### src/rtl/adc_trig_encoder_if.sv
// -----------------------------------------------------------------------------
// adc_trig_encoder_if
// Purpose : groups the command/status signals of adc_trig_encoder.
// Signals : user_ena, cmd_align, cmd_delta, in_raw[15:0]      (master -> slave)
//           out_adc_trig, out_busy, out_done, out_kind,
//           out_latency[8:0], out_timeout_err, out_cmd_err    (slave -> master)
// Modports: master = controller/testbench side, slave = encoder side.
// -----------------------------------------------------------------------------
interface adc_trig_encoder_if;
    logic        user_ena;
    logic        cmd_align;
    logic        cmd_delta;
    logic [15:0] in_raw;
    logic        out_adc_trig;
    logic        out_busy;
    logic        out_done;
    logic        out_kind;
    logic [8:0]  out_latency;
    logic        out_timeout_err;
    logic        out_cmd_err;

    modport master (
        output user_ena, cmd_align, cmd_delta, in_raw,
        input  out_adc_trig, out_busy, out_done, out_kind,
               out_latency, out_timeout_err, out_cmd_err
    );

    modport slave (
        input  user_ena, cmd_align, cmd_delta, in_raw,
        output out_adc_trig, out_busy, out_done, out_kind,
               out_latency, out_timeout_err, out_cmd_err
    );
endinterface

### src/rtl/adc_trig_encoder.sv
// -----------------------------------------------------------------------------
// adc_trig_encoder
// Purpose : sends 4-bit coded triggers (ALIGN 1010, DELTA 1001, MSB first) on
//           the ADC trigger line, holds the line low for GUARD_CYC clks, and
//           optionally waits for the 16'hFEFE align word to report latency.
// Ports   : clk     - system clock
//           in_live - async active-low reset
//           bus     - adc_trig_encoder_if.slave (commands, raw data, status)
// Config  : define LATENCY_CHECK_EN to enable the WAIT state, FEFE detection,
//           latency measurement and timeout. Undefined: GUARD ends the op,
//           out_latency/out_timeout_err are tied 0 and in_raw is unused.
// -----------------------------------------------------------------------------
module adc_trig_encoder #(
    parameter int unsigned GUARD_CYC   = 6,
    parameter int unsigned TIMEOUT_CYC = 500
) (
    input  logic                  clk,
    input  logic                  in_live,
    adc_trig_encoder_if.slave     bus
);
    localparam int unsigned LAT_W  = 9;
    localparam int unsigned GCNT_W = (GUARD_CYC > 1) ? $clog2(GUARD_CYC) : 1;
    localparam logic [3:0]  CODE_ALIGN = 4'b1010;
    localparam logic [3:0]  CODE_DELTA = 4'b1001;

    typedef enum logic [1:0] {ST_IDLE, ST_SEND, ST_GUARD, ST_WAIT} state_e;

    state_e              state_q, state_d;
    logic [1:0]          idx_q, idx_d;
    logic [GCNT_W-1:0]   guard_cnt_q, guard_cnt_d;
    logic                trig_q, trig_d;
    logic                busy_q, busy_d;
    logic                done_q, done_d;
    logic                kind_q, kind_d;
    logic                cmd_err_q, cmd_err_d;

    logic                cmd_any, cmd_both, accept, cmd_err_set;
    logic                guard_last, finish;
    logic [3:0]          code;

    assign cmd_any     = bus.cmd_align | bus.cmd_delta;
    assign cmd_both    = bus.cmd_align & bus.cmd_delta;
    assign accept      = (state_q == ST_IDLE) & bus.user_ena & cmd_any;
    // Dropped commands (busy, disabled) and the losing half of a double command
    assign cmd_err_set = cmd_any & (~accept | cmd_both);
    assign guard_last  = (state_q == ST_GUARD) && (guard_cnt_q == GCNT_W'(GUARD_CYC - 1));
    assign code        = kind_q ? CODE_DELTA : CODE_ALIGN;

`ifdef LATENCY_CHECK_EN
    logic [LAT_W-1:0]    lat_cnt_q, lat_cnt_d;
    logic [LAT_W-1:0]    latency_q, latency_d;
    logic                tmo_q, tmo_d;
    logic [LAT_W-1:0]    lat_next;
    logic                det_active, fefe_hit, tmo_hit;

    assign det_active = (state_q == ST_GUARD) || (state_q == ST_WAIT);
    assign lat_next   = (lat_cnt_q == {LAT_W{1'b1}}) ? lat_cnt_q : lat_cnt_q + LAT_W'(1);
    assign fefe_hit   = det_active && (bus.in_raw == 16'hFEFE);
    // Timeout fires on the edge at which lat_cnt would reach TIMEOUT_CYC
    assign tmo_hit    = det_active && !fefe_hit &&
                        (({1'b0, lat_cnt_q} + 10'd1) >= 10'(TIMEOUT_CYC));
    assign finish     = bus.user_ena & (fefe_hit | tmo_hit);
`else
    logic unused_raw;
    assign unused_raw = ^bus.in_raw;
    assign finish     = bus.user_ena & guard_last;
`endif

    // State and datapath registers
    always_ff @(posedge clk or negedge in_live) begin
        if (!in_live) begin
            state_q     <= ST_IDLE;
            idx_q       <= '0;
            guard_cnt_q <= '0;
            trig_q      <= 1'b0;
            busy_q      <= 1'b0;
            done_q      <= 1'b0;
            kind_q      <= 1'b0;
            cmd_err_q   <= 1'b0;
`ifdef LATENCY_CHECK_EN
            lat_cnt_q   <= '0;
            latency_q   <= '0;
            tmo_q       <= 1'b0;
`endif
        end else begin
            state_q     <= state_d;
            idx_q       <= idx_d;
            guard_cnt_q <= guard_cnt_d;
            trig_q      <= trig_d;
            busy_q      <= busy_d;
            done_q      <= done_d;
            kind_q      <= kind_d;
            cmd_err_q   <= cmd_err_d;
`ifdef LATENCY_CHECK_EN
            lat_cnt_q   <= lat_cnt_d;
            latency_q   <= latency_d;
            tmo_q       <= tmo_d;
`endif
        end
    end

    // Next-state logic
    always_comb begin
        state_d = state_q;
        if (!bus.user_ena) begin
            state_d = ST_IDLE;
        end else begin
            unique case (state_q)
                ST_IDLE:  if (accept) state_d = ST_SEND;
                ST_SEND:  if (idx_q == 2'd3) state_d = ST_GUARD;
                ST_GUARD: begin
                    if (finish) begin
                        state_d = ST_IDLE;
                    end else if (guard_last) begin
`ifdef LATENCY_CHECK_EN
                        state_d = ST_WAIT;
`else
                        state_d = ST_IDLE;
`endif
                    end
                end
                ST_WAIT:  if (finish) state_d = ST_IDLE;
                default:  state_d = ST_IDLE;
            endcase
        end
    end

    // Output and datapath next values
    always_comb begin
        trig_d      = trig_q;
        busy_d      = busy_q;
        done_d      = 1'b0;
        kind_d      = kind_q;
        idx_d       = idx_q;
        guard_cnt_d = guard_cnt_q;
        cmd_err_d   = cmd_err_q | cmd_err_set;
`ifdef LATENCY_CHECK_EN
        lat_cnt_d   = lat_cnt_q;
        latency_d   = latency_q;
        tmo_d       = tmo_q;
`endif
        if (!bus.user_ena) begin
            // Abort: no done pulse, sticky flags and latency held
            trig_d = 1'b0;
            busy_d = 1'b0;
        end else begin
            unique case (state_q)
                ST_IDLE: begin
                    trig_d = 1'b0;
                    if (accept) begin
                        kind_d = ~bus.cmd_align;
                        busy_d = 1'b1;
                        idx_d  = '0;
                    end
                end
                ST_SEND: begin
                    trig_d = code[~idx_q];
                    idx_d  = idx_q + 2'd1;
                    if (idx_q == 2'd3) begin
                        guard_cnt_d = '0;
`ifdef LATENCY_CHECK_EN
                        lat_cnt_d   = '0;
`endif
                    end
                end
                ST_GUARD, ST_WAIT: begin
                    trig_d = 1'b0;
                    if (state_q == ST_GUARD && !guard_last) begin
                        guard_cnt_d = guard_cnt_q + GCNT_W'(1);
                    end
`ifdef LATENCY_CHECK_EN
                    lat_cnt_d = lat_next;
                    if (fefe_hit) begin
                        latency_d = lat_next;
                    end else if (tmo_hit) begin
                        tmo_d     = 1'b1;
                        latency_d = LAT_W'(TIMEOUT_CYC);
                    end
`endif
                    if (finish) begin
                        done_d = 1'b1;
                        busy_d = 1'b0;
                    end
                end
                default: trig_d = 1'b0;
            endcase
        end
    end

    assign bus.out_adc_trig    = trig_q;
    assign bus.out_busy        = busy_q;
    assign bus.out_done        = done_q;
    assign bus.out_kind        = kind_q;
    assign bus.out_cmd_err     = cmd_err_q;
`ifdef LATENCY_CHECK_EN
    assign bus.out_latency     = latency_q;
    assign bus.out_timeout_err = tmo_q;
`else
    assign bus.out_latency     = '0;
    assign bus.out_timeout_err = 1'b0;
`endif
endmodule
### src/flat_wrapper.sv
// flat-port wrapper written by rule: the top's interface ports become plain ports
module adc_trig_encoder_flat 
#(
    parameter int unsigned GUARD_CYC   = 6,
    parameter int unsigned TIMEOUT_CYC = 500
)
  (clk, in_live, bus_user_ena, bus_cmd_align, bus_cmd_delta, bus_in_raw, bus_out_adc_trig, bus_out_busy, bus_out_done, bus_out_kind, bus_out_latency, bus_out_timeout_err, bus_out_cmd_err);
  adc_trig_encoder_if bus_i ();
  input  logic clk;
  input  logic in_live;
  input wire logic [$bits(bus_i.user_ena)-1:0] bus_user_ena;
  input wire logic [$bits(bus_i.cmd_align)-1:0] bus_cmd_align;
  input wire logic [$bits(bus_i.cmd_delta)-1:0] bus_cmd_delta;
  input wire logic [$bits(bus_i.in_raw)-1:0] bus_in_raw;
  output wire logic [$bits(bus_i.out_adc_trig)-1:0] bus_out_adc_trig;
  output wire logic [$bits(bus_i.out_busy)-1:0] bus_out_busy;
  output wire logic [$bits(bus_i.out_done)-1:0] bus_out_done;
  output wire logic [$bits(bus_i.out_kind)-1:0] bus_out_kind;
  output wire logic [$bits(bus_i.out_latency)-1:0] bus_out_latency;
  output wire logic [$bits(bus_i.out_timeout_err)-1:0] bus_out_timeout_err;
  output wire logic [$bits(bus_i.out_cmd_err)-1:0] bus_out_cmd_err;
  assign bus_i.user_ena = bus_user_ena;
  assign bus_i.cmd_align = bus_cmd_align;
  assign bus_i.cmd_delta = bus_cmd_delta;
  assign bus_i.in_raw = bus_in_raw;
  assign bus_out_adc_trig = bus_i.out_adc_trig;
  assign bus_out_busy = bus_i.out_busy;
  assign bus_out_done = bus_i.out_done;
  assign bus_out_kind = bus_i.out_kind;
  assign bus_out_latency = bus_i.out_latency;
  assign bus_out_timeout_err = bus_i.out_timeout_err;
  assign bus_out_cmd_err = bus_i.out_cmd_err;
  adc_trig_encoder #(.GUARD_CYC(GUARD_CYC), .TIMEOUT_CYC(TIMEOUT_CYC)) u_core (.clk(clk), .in_live(in_live), .bus(bus_i));
endmodule
### config.mk
export PLATFORM = sky130hd
export DESIGN_NAME = adc_trig_encoder_flat
export DESIGN_NICKNAME = d
export VERILOG_FILES = /design/src/rtl/adc_trig_encoder_if.sv /design/src/rtl/adc_trig_encoder.sv /design/src/flat_wrapper.sv
export SDC_FILE = /design/constraint.sdc
export NUM_CORES = 1
export LEC_CHECK = 0
export CORE_UTILIZATION = 35
export DETAILED_ROUTE_END_ITERATION = 7
export PLACE_DENSITY = 0.75
export SLEW_MARGIN = 15
export SYNTH_ARGS = -nofsm -noshare
export SYNTH_HDL_FRONTEND = slang
export SYNTH_SLANG_ARGS = --single-unit
### constraint.sdc
create_clock -name clk -period 1.4 [get_ports clk]
set_clock_uncertainty 0.1 [all_clocks]
set_input_delay 0.21 -clock clk [delete_from_list [all_inputs] [get_ports clk]]
set_output_delay 0.21 -clock clk [all_outputs]
set_load 0.005 [all_outputs]
After elaboration in Yosys (flattened, before gate mapping) --
Index checks and enable logic that the tools add are counted.
Storage, ports and cells: input bits 21, logic and storage cells 73, bits in registers 12, output and inout port bits 15
Cells by class: magnitude comparators 1, bitwise gates (word level) 11, add/sub/neg operators 2, equality and inequality tests 14, reductions and logical operators 13, multiplexer cells 24
Operators by type and width (count):
- 2-to-1 mux 2 bit | 8
- inequality test 3 x 2 -> 1 bit (second input constant) | 4
- AND reduction 3 bit | 3
- 2-to-1 mux 1 bit | 8
- case mux 2 bit (4 select lines) | 1
- AND reduction 4 bit | 2
- == test 2 bit (second input constant) | 3
- 2-to-1 mux 3 bit | 2
- inequality test 2 x 1 -> 1 bit (second input constant) | 3
- case mux 3 bit (2 select lines) | 1
- bitwise AND 1 bit | 5
- inequality test 4 x 2 -> 1 bit (second input constant) | 1
- case mux 1 bit (2 select lines) | 2
- case mux 2 bit (2 select lines) | 1
- nonzero test 2 bit | 2
- adder 3 x 1 -> 3 bit (second input constant) | 1
- == test 3 bit (second input constant) | 1
- < comparator 2 x 3 -> 1 bit (second input constant) | 1
- inequality test 3 x 1 -> 1 bit (second input constant) | 1
- bitwise OR 1 bit | 3
- OR reduction 3 bit | 1
- adder 2 x 1 -> 2 bit (second input constant) | 1
- binary-select mux 1 bit (select 2 bit) | 1
- == test 2 x 1 -> 1 bit (second input constant) | 1
- other kinds (6) | 8

Longest topological paths before layout --
Gate-level depths: netlist (run 1).
word-level depth 7, gate-level depth with buffers 5, depth with buffers taken out 5

Least setup slack after synthesis (run 1) --
Ideal clock, no wire load.
kind reg-to-reg, start point register u_core.idx_q[0], end point register u_core.guard_cnt_q[0], library setup time 126 ps, arrival 1139 ps, path buffers 0, setup slack 35 ps, required time 1174 ps, period minus slack after synthesis 1365 ps, stages on the path, launching flop included 5, cells stage by stage dfrtp_1 ha_1 nor2b_1 o21ai_0 a221o_1
On the way: longest elaborated chain between the ends 3
Ends and longest elaborated chain:
- start: declaration | line adc_trig_encoder.sv:29 | logic [1:0] idx_q, idx_d;
- start signal: assignment | line adc_trig_encoder.sv:87 | idx_q <= idx_d;
- == test 2 bit | line adc_trig_encoder.sv:159 | if (idx_q == 2'd3) begin
- inequality test 2 x 1 -> 1 bit (no line)
- AND reduction 4 bit (no line)
- end signal: assignment | line adc_trig_encoder.sv:88 | guard_cnt_q <= guard_cnt_d;
- end: declaration | line adc_trig_encoder.sv:30 | logic [GCNT_W-1:0] guard_cnt_q, guard_cnt_d;
Every way passes these cells. A chain may end at the register's enable or synchronous reset.

Worst setup path in the final report (run 1) --
Same ends and word-level chain as after synthesis.

==> results_dict.tcl, run 1 <==
set metrics [dict create \
    tritoncts.num_buffers 3 \
    rr_startpoint "u_core.idx_q[0]" \
    yosys.area.top_type "sky130_fd_sc_hd__dfrtp_1" \
    finalSetupViolations 0 \
    cts_root_buf "sky130_fd_sc_hd__clkbuf_4" \
    dpl.hpwl_mm 1.059 \
    power.total_mw 1.431 \
    total_count_of_hold_check_failures_in_the_final_report 0 \
    grt_start_max_net_pins 13 \
    hp-class "in2async" \
    cts.sink_count 12 \
    max_cap_violations 0 \
    filler_cell_count 167 \
    synth.ff_latch_count 12 \
    crit-reg2reg-capture "u_core.guard_cnt_q[0]" \
    dr.pass1.iters 4 \
    clk-insertion-delay-late_ns 0.28 \
    fp-row-count 15 \
    synth-edff-count 0 \
    post_route_cells_drive_above_1_share_pct 30.00 \
    synthCells 72 \
    layout.area.seq_um2 301.5 \
    die_width_um 46.98 \
    netlist_top_cells_area "sky130_fd_sc_hd__dfrtp_1 42%, sky130_fd_sc_hd__buf_4 11%, sky130_fd_sc_hd__ha_1 5.3%" \
    die_y_um 46.98 \
    cts_hold_buffers 0 \
    finalWorstPathRequiredPeriod_ns 1.374 \
    final_non_filler_cell_area_um2 958.4 \
    grt_pass1_wl_mm 2.463 \
    register_area_share_after_synthesis_pct 42.40 \
    most_frequent_cell_after_synthesis "sky130_fd_sc_hd__dfrtp_1" \
    gpl.final_weighted_congestion 0.7396 \
    pwr_density_cell_nw_per_um2 1493 \
    num-nets-final 125 \
    synth_top_family_by_area "simple AND/OR/NAND/NOR gates" \
    outcome "completed" \
    cts.clk_slew.worst_paths_ns 0.08 \
    maxSlewViolCount 0 \
    required_ns 1.46 \
    critical_path.endpoint_type "flop" \
    vias 619 \
    floorplan.initialDensity_pct 39.31 \
    critical_path.max_fanout 2 \
    synth_simple_gate_area_share_pct 17.67 \
    synth_area_in_compound_gates_pct 16.25 \
    drt-initial-drc-count 6 \
    worstSetupStartpointType "flop" \
    maximum_level_of_the_cts_h_tree 1 \
    power.ir.vdd_worst_v 0.0009423 \
    leakage_nw 0.4821 \
    reg2reg_setup_slack_ns 0.03 \
    io-pin-count 36 \
    grt_pass1_vias 592 \
    async_flop_share_pct 100.0 \
    area_growth_syn_to_fin_pct 35.34 \
    yosys_most_used_dff "sky130_fd_sc_hd__dfrtp_1" \
    multi_input_comb_area_um2 344.1 \
    fp.dieArea_um2 2207 \
    finalCritPeriodShare_pct 98.11 \
    cp.arrival_ns 1.43 \
    initial_antenna_violation_count 0 \
    placed_area_um2 873.3 \
    yosysUniqueCellTypes 30 \
    ant_nets 0 \
    diodes 0 \
    ff2ff_path_depth 4 \
    synth-xor-area-share_pct 1.237 \
    globalRouteOverflowTotal 0 \
    post_drt_wl_per_cell_um 13.18 \
    synth_top_cell_area_share_pct 42.40 \
    totalWireLength_mm 1.648 \
    synth.cell_area_um2 708.2 \
    portBuffers 9 \
    drc_errors 0 \
    post_synth_mux_area_share_pct 0 \
    cts_tree "done" \
    synth_commonest_cells "12 x sky130_fd_sc_hd__dfrtp_1, 10 x sky130_fd_sc_hd__buf_4, 5 x sky130_fd_sc_hd__nor2_1" \
    groute.usage.overall_pct 16.69 \
    synthesis.area_per_instance_um2 9.836 \
    routed_via_density 4.952 \
    fmax_ghz 0.7280 \
    path_class "reg2reg" \
    synth_adder_area_share_pct 5.300 \
    grt_setup_unrepaired "true" \
    core_area_um2 1802 \
    ys_warn_count 0 \
    cts.path.max_buffers 2 \
]
[stage by stage]
step / worst slack, ns / instances / setup TNS [ns] / hold WS, ns / util [%]
finish: 0.02642 / 125 / 0 / 0.1245 / 53.19
global route: -0.03661 / 125 / -0.03661 / 0.1292 / 53.19
CTS: 0.002528 / 122 / 0 / 0.1297 / 50.90
detailed placement: -0.2244 / 117 / -1.371 / 0.3754 / 48.47
global placement: -0.2071 / 117 / -1.264 / 0.3679 / 48.47
floorplan: 0.03462 / 81 / 0 / -0.1856 / -
[worst max-delay path, stage by stage (launching register included)]
cell and delay, ns:
sky130_fd_sc_hd__dfrtp_1 0.38, sky130_fd_sc_hd__ha_2 0.20, sky130_fd_sc_hd__nor2b_4 0.15, sky130_fd_sc_hd__o21ai_1 0.08, sky130_fd_sc_hd__a221o_1 0.35
[placed cells by master, fill, tap and decap left out, types with 2 or more instances in the layout]
master / count
sky130_fd_sc_hd__conb_1: 10
sky130_fd_sc_hd__nor2_1: 5
sky130_fd_sc_hd__dlygate4sd2_1: 4
sky130_fd_sc_hd__clkbuf_4: 3
sky130_fd_sc_hd__clkdlybuf4s50_1: 4
sky130_fd_sc_hd__nand2_1: 2
sky130_fd_sc_hd__nand3b_1: 2
sky130_fd_sc_hd__a21oi_1: 4
sky130_fd_sc_hd__buf_4: 19
sky130_fd_sc_hd__nor3_1: 4
sky130_fd_sc_hd__inv_1: 4
sky130_fd_sc_hd__nor3b_1: 3
sky130_fd_sc_hd__dfrtp_1: 11
sky130_fd_sc_hd__nand3_1: 2
sky130_fd_sc_hd__o21ai_1: 2
sky130_fd_sc_hd__a221o_1: 2
sky130_fd_sc_hd__ha_2: 2
[kinds of logic after synthesis]
| kind of cell | count (synthesis) |
|---|---|
| AND/OR/NAND/NOR | 22 |
| buffers and inverters | 17 |
| AO/OA/AOI/OAI | 16 |
| flip-flops | 12 |
| adder cells (fa/ha/maj) | 3 |
| XOR/XNOR | 1 |
| other | 1 |
[cell type report]
type                       count  area share [%]
inverter                       4           1.567
timing repair buffer          28           24.02
multi-input combinational     52           35.90
sequential                    12           31.46
tap                           25           3.264
clock buffer                   4           3.786
[per-layer routing]
layer | global-route usage, % | wire length [um] | vias up
li1 | - | - | 288
met1 | 18.71 | 629 | 293
met2 | 28.89 | 885 | 30
met3 | 2.308 | 76 | 8
met4 | 12.00 | 57 | 0
met5 | 0 | 0 | -
[repair_timing]
action | CTS | global route
setup buffers | 1 | 3
setup endpoints to repair | 6 | 6
pin swaps | 0 | 2
cloned | 0 | 0
gates resized for setup | 7 | 5
[worst max-delay path by stage]
stage	start	end	depth (start not counted)	slack [ns]
6_report	u_core.idx_q[0]	u_core.guard_cnt_q[0]	4	0.03
5_1_grt	u_core.state_q[0]	u_core.idx_q[0]	3	-0.04
4_1_cts	u_core.bus.out_adc_trig	bus_out_adc_trig	1	0.003
3_5_place_dp	bus_user_ena	u_core.idx_q[0]	4	-0.22
3_3_place_gp	bus_user_ena	u_core.idx_q[0]	4	-0.21
2_1_floorplan	u_core.idx_q[0]	u_core.guard_cnt_q[0]	4	0.03
[sequential cells by signal (all words and copies together) (netlist names)]
signal,flops
u_core.bus.out_adc_trig,1
u_core.bus.out_busy,1
u_core.bus.out_cmd_err,1
u_core.bus.out_done,1
u_core.bus.out_kind,1
u_core.guard_cnt_q,3
u_core.idx_q,2
u_core.state_q,2
[report_power, final]
part	total, mW	internal, mW	switching (mW)
registers	0.501	0.434	0.0666
logic	0.647	0.351	0.297
clock network	0.283	0.158	0.125
total	1.43	0.943	0.488
Power figures use the tool's default switching activity.
==> run 2: changes to the inputs <==
--- a/config.mk
+++ b/config.mk
@@ -8,6 +8,7 @@
 export CORE_UTILIZATION = 35
 export DETAILED_ROUTE_END_ITERATION = 7
 export PLACE_DENSITY = 0.75
+export SKIP_LAST_GASP = 1
 export SLEW_MARGIN = 15
 export SYNTH_ARGS = -nofsm -noshare
 export SYNTH_HDL_FRONTEND = slang
==> run 2 against run 1 <==
Effect of this change: flip-flop and latch count did not move; cell count grew 0.80%; sequential power is essentially flat; via count shrank 0.32%.
==> results_dict.tcl, run 2 (same netlist as run 1, synthesis figures left out) <==
set metrics [dict create \
    maximum_level_of_the_cts_h_tree 1 \
    power.total_mw 1.455 \
    most-common-layout-cells "20 x sky130_fd_sc_hd__buf_4, 11 x sky130_fd_sc_hd__dfrtp_1, 10 x sky130_fd_sc_hd__conb_1" \
    cts_root_buf "sky130_fd_sc_hd__clkbuf_4" \
    critical_path_buf_inv_count 0 \
    cts.clk_slew.worst_paths_ns 0.08 \
    path_class "reg2reg" \
    fin_worst_hold_slack_ns 0.1219 \
    cp_cell_sequence "ha_2 -> nor2b_4 -> o21ai_1 -> a221o_1" \
    portBuffers 9 \
    post-route-util_pct 53.82 \
    outcome "completed" \
    finalWorstPathRequiredPeriod_ns 1.378 \
    setup-tns-final_ns 0 \
    floorplan.initialDensity_pct 39.31 \
    cts_tree "done" \
    tritoncts.num_buffers 3 \
    area_growth_syn_to_fin_pct 36.93 \
    placed_cells_incl_taps 117 \
    grt_pass1_wl_mm 2.463 \
    max_cap_violations 0 \
    cp.arrival_ns 1.44 \
    dpl.hpwl_mm 1.059 \
    rr_startpoint "u_core.idx_q[0]" \
    required_ns 1.46 \
    die_y_um 46.98 \
    grt_start_max_net_pins 13 \
    ant_nets 0 \
    critical_path.endpoint_type "flop" \
    cts.path.max_buffers 2 \
    globalRouteOverflowTotal 0 \
    drt-initial-drc-count 6 \
    fp-row-count 15 \
    fp.dieArea_um2 2207 \
    maxSlewViolCount 0 \
    timing.final.ws_setup_ns 0.02195 \
    power.ir.vdd_worst_v 0.0009458 \
    totalWireLength_mm 1.658 \
    num-nets-final 126 \
    io-pin-count 36 \
    post-place-ws_ns -0.2244 \
    post_drt_wl_per_cell_um 13.16 \
    worst_setup_path_startpoint "u_core.idx_q[0]" \
    critical_path.max_fanout 2 \
    diodes 0 \
    slowest_stage "sky130_fd_sc_hd__dfrtp_1" \
    worstSetupStartpointType "flop" \
    final_non_filler_cell_area_um2 969.7 \
    worst_path_dominant_cell_family "compound AO/OA/AOI/OAI gates" \
    fmax_ghz 0.7257 \
    pwr_density_cell_nw_per_um2 1500 \
    largest_reg_flops 3 \
    vias 617 \
    hp-class "in2async" \
    top_register "u_core.guard_cnt_q" \
    post_route_cells_drive_above_1_share_pct 30.69 \
    gpl.final_weighted_congestion 0.7396 \
    layout_top_registers "u_core.guard_cnt_q: 3 flops, u_core.idx_q: 2 flops, u_core.state_q: 2 flops" \
    die_width_um 46.98 \
    slowest_delay_ns 0.38 \
    grt_setup_unrepaired "true" \
    grt_pass1_vias 592 \
    drc_errors 0 \
    leakage_nw 0.4952 \
    cts.sink_count 12 \
    filler_cell_count 163 \
    placed_area_um2 873.3 \
    finalSetupViolations 0 \
    clk-insertion-delay-late_ns 0.28 \
    dr.pass1.iters 4 \
    routed_via_density 4.897 \
    total_count_of_hold_check_failures_in_the_final_report 0 \
    finish.cell_count_without_fillers 126 \
    initial_antenna_violation_count 0 \
    finalCritPeriodShare_pct 98.43 \
    groute.usage.overall_pct 16.69 \
    core_area_um2 1802 \
    mostFrequentLayoutCell "sky130_fd_sc_hd__buf_4" \
]
run 2: power by group:
group          total (mW)  switching (mW)  internal [mW]  leakage, nW
Clock               0.285           0.127          0.158       0.0210
Sequential          0.502          0.0675          0.434        0.147
Combinational       0.668           0.299          0.369        0.327
run 2: final cells by class:
cell class              count  area [um2]  share of cell area [%]
clock buffers               4       36.28                   3.742
inverters                   4       15.01                   1.548
multi-input cells          52       344.1                   35.48
flip-flops and latches     12       301.5                   31.10
well taps                  25       31.28                   3.226
repair buffers             29       241.5                   24.90
run 2: path summary, 6_finish.rpt:
| path | cells after the start | slack (ns) | end |
|---|---|---|---|
| min in group clk | 1 | 0.39 | u_core.bus.out_cmd_err |
| max in group asynchronous | 2 | 0.91 | u_core.state_q[1] |
| worst max register to register | 4 | 0.02 | u_core.guard_cnt_q[0] |
| worst min register to register | 1 | 0.39 | u_core.bus.out_cmd_err |
| worst min-delay path | 2 | 0.12 | u_core.guard_cnt_q[2] |
| worst max-delay path | 4 | 0.02 | u_core.guard_cnt_q[0] |
run 2: repair_timing:
action | CTS | global route
pin swaps | 0 | 2
setup buffers | 1 | 4
resized for setup | 6 | 6
hold buffers | 0 | 0
endpoints found under the setup margin | 6 | 7
run 2: metal layers:
layer | wire length (um) | track usage (%)
met3 | 66 | 2.308
met2 | 892 | 28.89
met1 | 645 | 18.71
met4 | 53 | 12.00
met5 | 0 | 0
==> run 3: changes to the inputs <==
--- a/config.mk
+++ b/config.mk
@@ -7,7 +7,7 @@
 export LEC_CHECK = 0
 export CORE_UTILIZATION = 35
 export DETAILED_ROUTE_END_ITERATION = 7
-export PLACE_DENSITY = 0.75
+export PLACE_DENSITY = 0.84
 export SKIP_LAST_GASP = 1
 export SLEW_MARGIN = 15
 export SYNTH_ARGS = -nofsm -noshare
==> run 3 against run 2 <==
Effect of this change: flip-flop and latch count is the same; maximum frequency down 0.47%; critical path depth unchanged; largest power group unchanged; largest cell class unchanged; critical endpoint unchanged; routed wire length down 12%; highest routed layer unchanged; combinational power fell by 7.6%; via count down 4.9%.
==> results_dict.tcl, run 3 (same netlist as run 1, synthesis figures left out) <==
set metrics [dict create \
    outcome "completed" \
    grt_pass1_wl_mm 2.208 \
    globalRouteOverflowTotal 0 \
    grt_pass1_vias 528 \
    pwr_density_cell_nw_per_um2 1372 \
    initial_antenna_violation_count 0 \
    post_drt_wl_per_cell_um 11.56 \
    leakage_nw 0.4777 \
    path_class "reg2reg" \
    final_non_filler_cell_area_um2 958.4 \
    cp.arrival_ns 1.43 \
    drc_errors 0 \
    fp-row-count 15 \
    num-nets-final 127 \
    required_ns 1.45 \
    groute.usage.overall_pct 14.71 \
    mostFrequentLayoutCell "sky130_fd_sc_hd__buf_4" \
    maximum_level_of_the_cts_h_tree 1 \
    cts.clk_slew.worst_paths_ns 0.07 \
    layout_top_registers "u_core.guard_cnt_q: 3 flops, u_core.idx_q: 2 flops, u_core.state_q: 2 flops" \
    totalWireLength_mm 1.456 \
    power.total_mw 1.315 \
    cts.path.max_buffers 2 \
    total_count_of_hold_check_failures_in_the_final_report 0 \
    cts.sink_count 12 \
    max_cap_violations 0 \
    most-common-layout-cells "21 x sky130_fd_sc_hd__buf_4, 11 x sky130_fd_sc_hd__dfrtp_1, 10 x sky130_fd_sc_hd__conb_1" \
    grt_setup_unrepaired "true" \
    maxSlewViolCount 0 \
    ff2ff_path_depth 4 \
    tritoncts.num_buffers 3 \
    die_y_um 46.98 \
    finalWorstPathRequiredPeriod_ns 1.385 \
    hp-class "in2async" \
    critical_path.max_fanout 2 \
    drt-initial-drc-count 10 \
    die_width_um 46.98 \
    dr.pass1.iters 4 \
    core_area_um2 1802 \
    cts_hold_buffers 0 \
    cts_root_buf "sky130_fd_sc_hd__clkbuf_4" \
    floorplan.initialDensity_pct 39.31 \
    largest_reg_flops 3 \
    diodes 0 \
    critical_path.endpoint_type "flop" \
    worstSetupStartpointType "flop" \
    area_growth_syn_to_fin_pct 35.34 \
    dpl.hpwl_mm 1.049 \
    placed_area_um2 888.4 \
    io-pin-count 36 \
    finalSetupViolations 0 \
    routed_via_density 4.659 \
    gpl.final_weighted_congestion 0.8018 \
    cts_tree "done" \
    portBuffers 9 \
    vias 587 \
    fp.dieArea_um2 2207 \
    finalCritPeriodShare_pct 98.90 \
    post_route_cells_drive_above_1_share_pct 30.69 \
    top_register "u_core.guard_cnt_q" \
    clk-insertion-delay-late_ns 0.26 \
    grt_start_max_net_pins 13 \
    fmax_ghz 0.7222 \
    power.ir.vdd_worst_v 0.0005015 \
    ant_nets 0 \
    fin_worst_hold_slack_ns 0.1485 \
]
==> run 3: cell types whose count changed in the layout (fill, tap and decap cells not counted) <==
| cell | delta |
|---|---|
| sky130_fd_sc_hd__dlygate4sd2_1 | +2 |
| sky130_fd_sc_hd__nor3b_1 | -1 |
| sky130_fd_sc_hd__nor3b_2 | +1 |
| sky130_fd_sc_hd__clkbuf_8 | -1 |
| sky130_fd_sc_hd__dlymetal6s2s_1 | -2 |
| sky130_fd_sc_hd__buf_4 | +1 |
| sky130_fd_sc_hd__ha_2 | -1 |
| sky130_fd_sc_hd__ha_1 | +1 |
==> run 3: layout make-up <==
| type | instances | area, um2 |
|---|---|---|
| Clock buffer | 3 | 22.52 |
| Fill cell | 179 | 843.3 |
| Inverter | 4 | 15.01 |
| Multi-Input combinational cell | 52 | 346.6 |
| Sequential cell | 12 | 301.5 |
| Tap cell | 25 | 31.28 |
| Timing Repair Buffer | 30 | 241.5 |
==> run 3: worst paths after layout <==
path | end | slack, ns | startpoint
worst max-delay path | u_core.guard_cnt_q[0] | 0.02 | u_core.idx_q[0]
worst min-delay path | u_core.guard_cnt_q[2] | 0.15 | in_live
worst max register to register | u_core.guard_cnt_q[0] | 0.02 | u_core.idx_q[0]
worst min register to register | u_core.bus.out_cmd_err | 0.40 | u_core.bus.out_cmd_err
max in group asynchronous | u_core.state_q[1] | 0.88 | in_live
min in group clk | u_core.bus.out_cmd_err | 0.40 | u_core.bus.out_cmd_err
==> run 3: per-layer routing <==
metal / GRT usage [%] / part of all wire [%]
met1: 17.02 / 41
met4: 9.714 / 0.55
met2: 25.00 / 54
met3: 2.308 / 4.1
met5: 0 / 0
==> run 3: repair_timing <==
item | in CTS | in global routing
setup buffers | 2 | 2
endpoints found under the setup margin | 7 | 4
resized for setup | 6 | 6
pin swaps | 0 | 2
endpoints found under the hold margin | 0 | 0
==> run 3: where the power goes <==
part / internal [mW] / switching (mW)
combinational: 0.346 / 0.271
clock: 0.0993 / 0.106
sequential: 0.434 / 0.0588
==> run 3: through the flow <==
stage | setup slack (ns) | util, % | std cells | TNS, ns
3_3_place_gp | -0.1896 | 49.31 | 119 | -1.090
4_1_cts | 0.001987 | 51.04 | 124 | 0
2_1_floorplan | 0.03462 | - | 81 | 0
6_report | 0.01538 | 53.19 | 126 | 0
5_1_grt | -0.04042 | 53.19 | 126 | -0.07688
3_5_place_dp | -0.1980 | 49.31 | 119 | -1.336
==> run 3: worst max-delay path, cell delays in order (launching register included) <==
cell	delay, ns
sky130_fd_sc_hd__dfrtp_1	0.36
sky130_fd_sc_hd__ha_1	0.19
sky130_fd_sc_hd__nor2b_4	0.16
sky130_fd_sc_hd__o21ai_1	0.10
sky130_fd_sc_hd__a221o_1	0.36
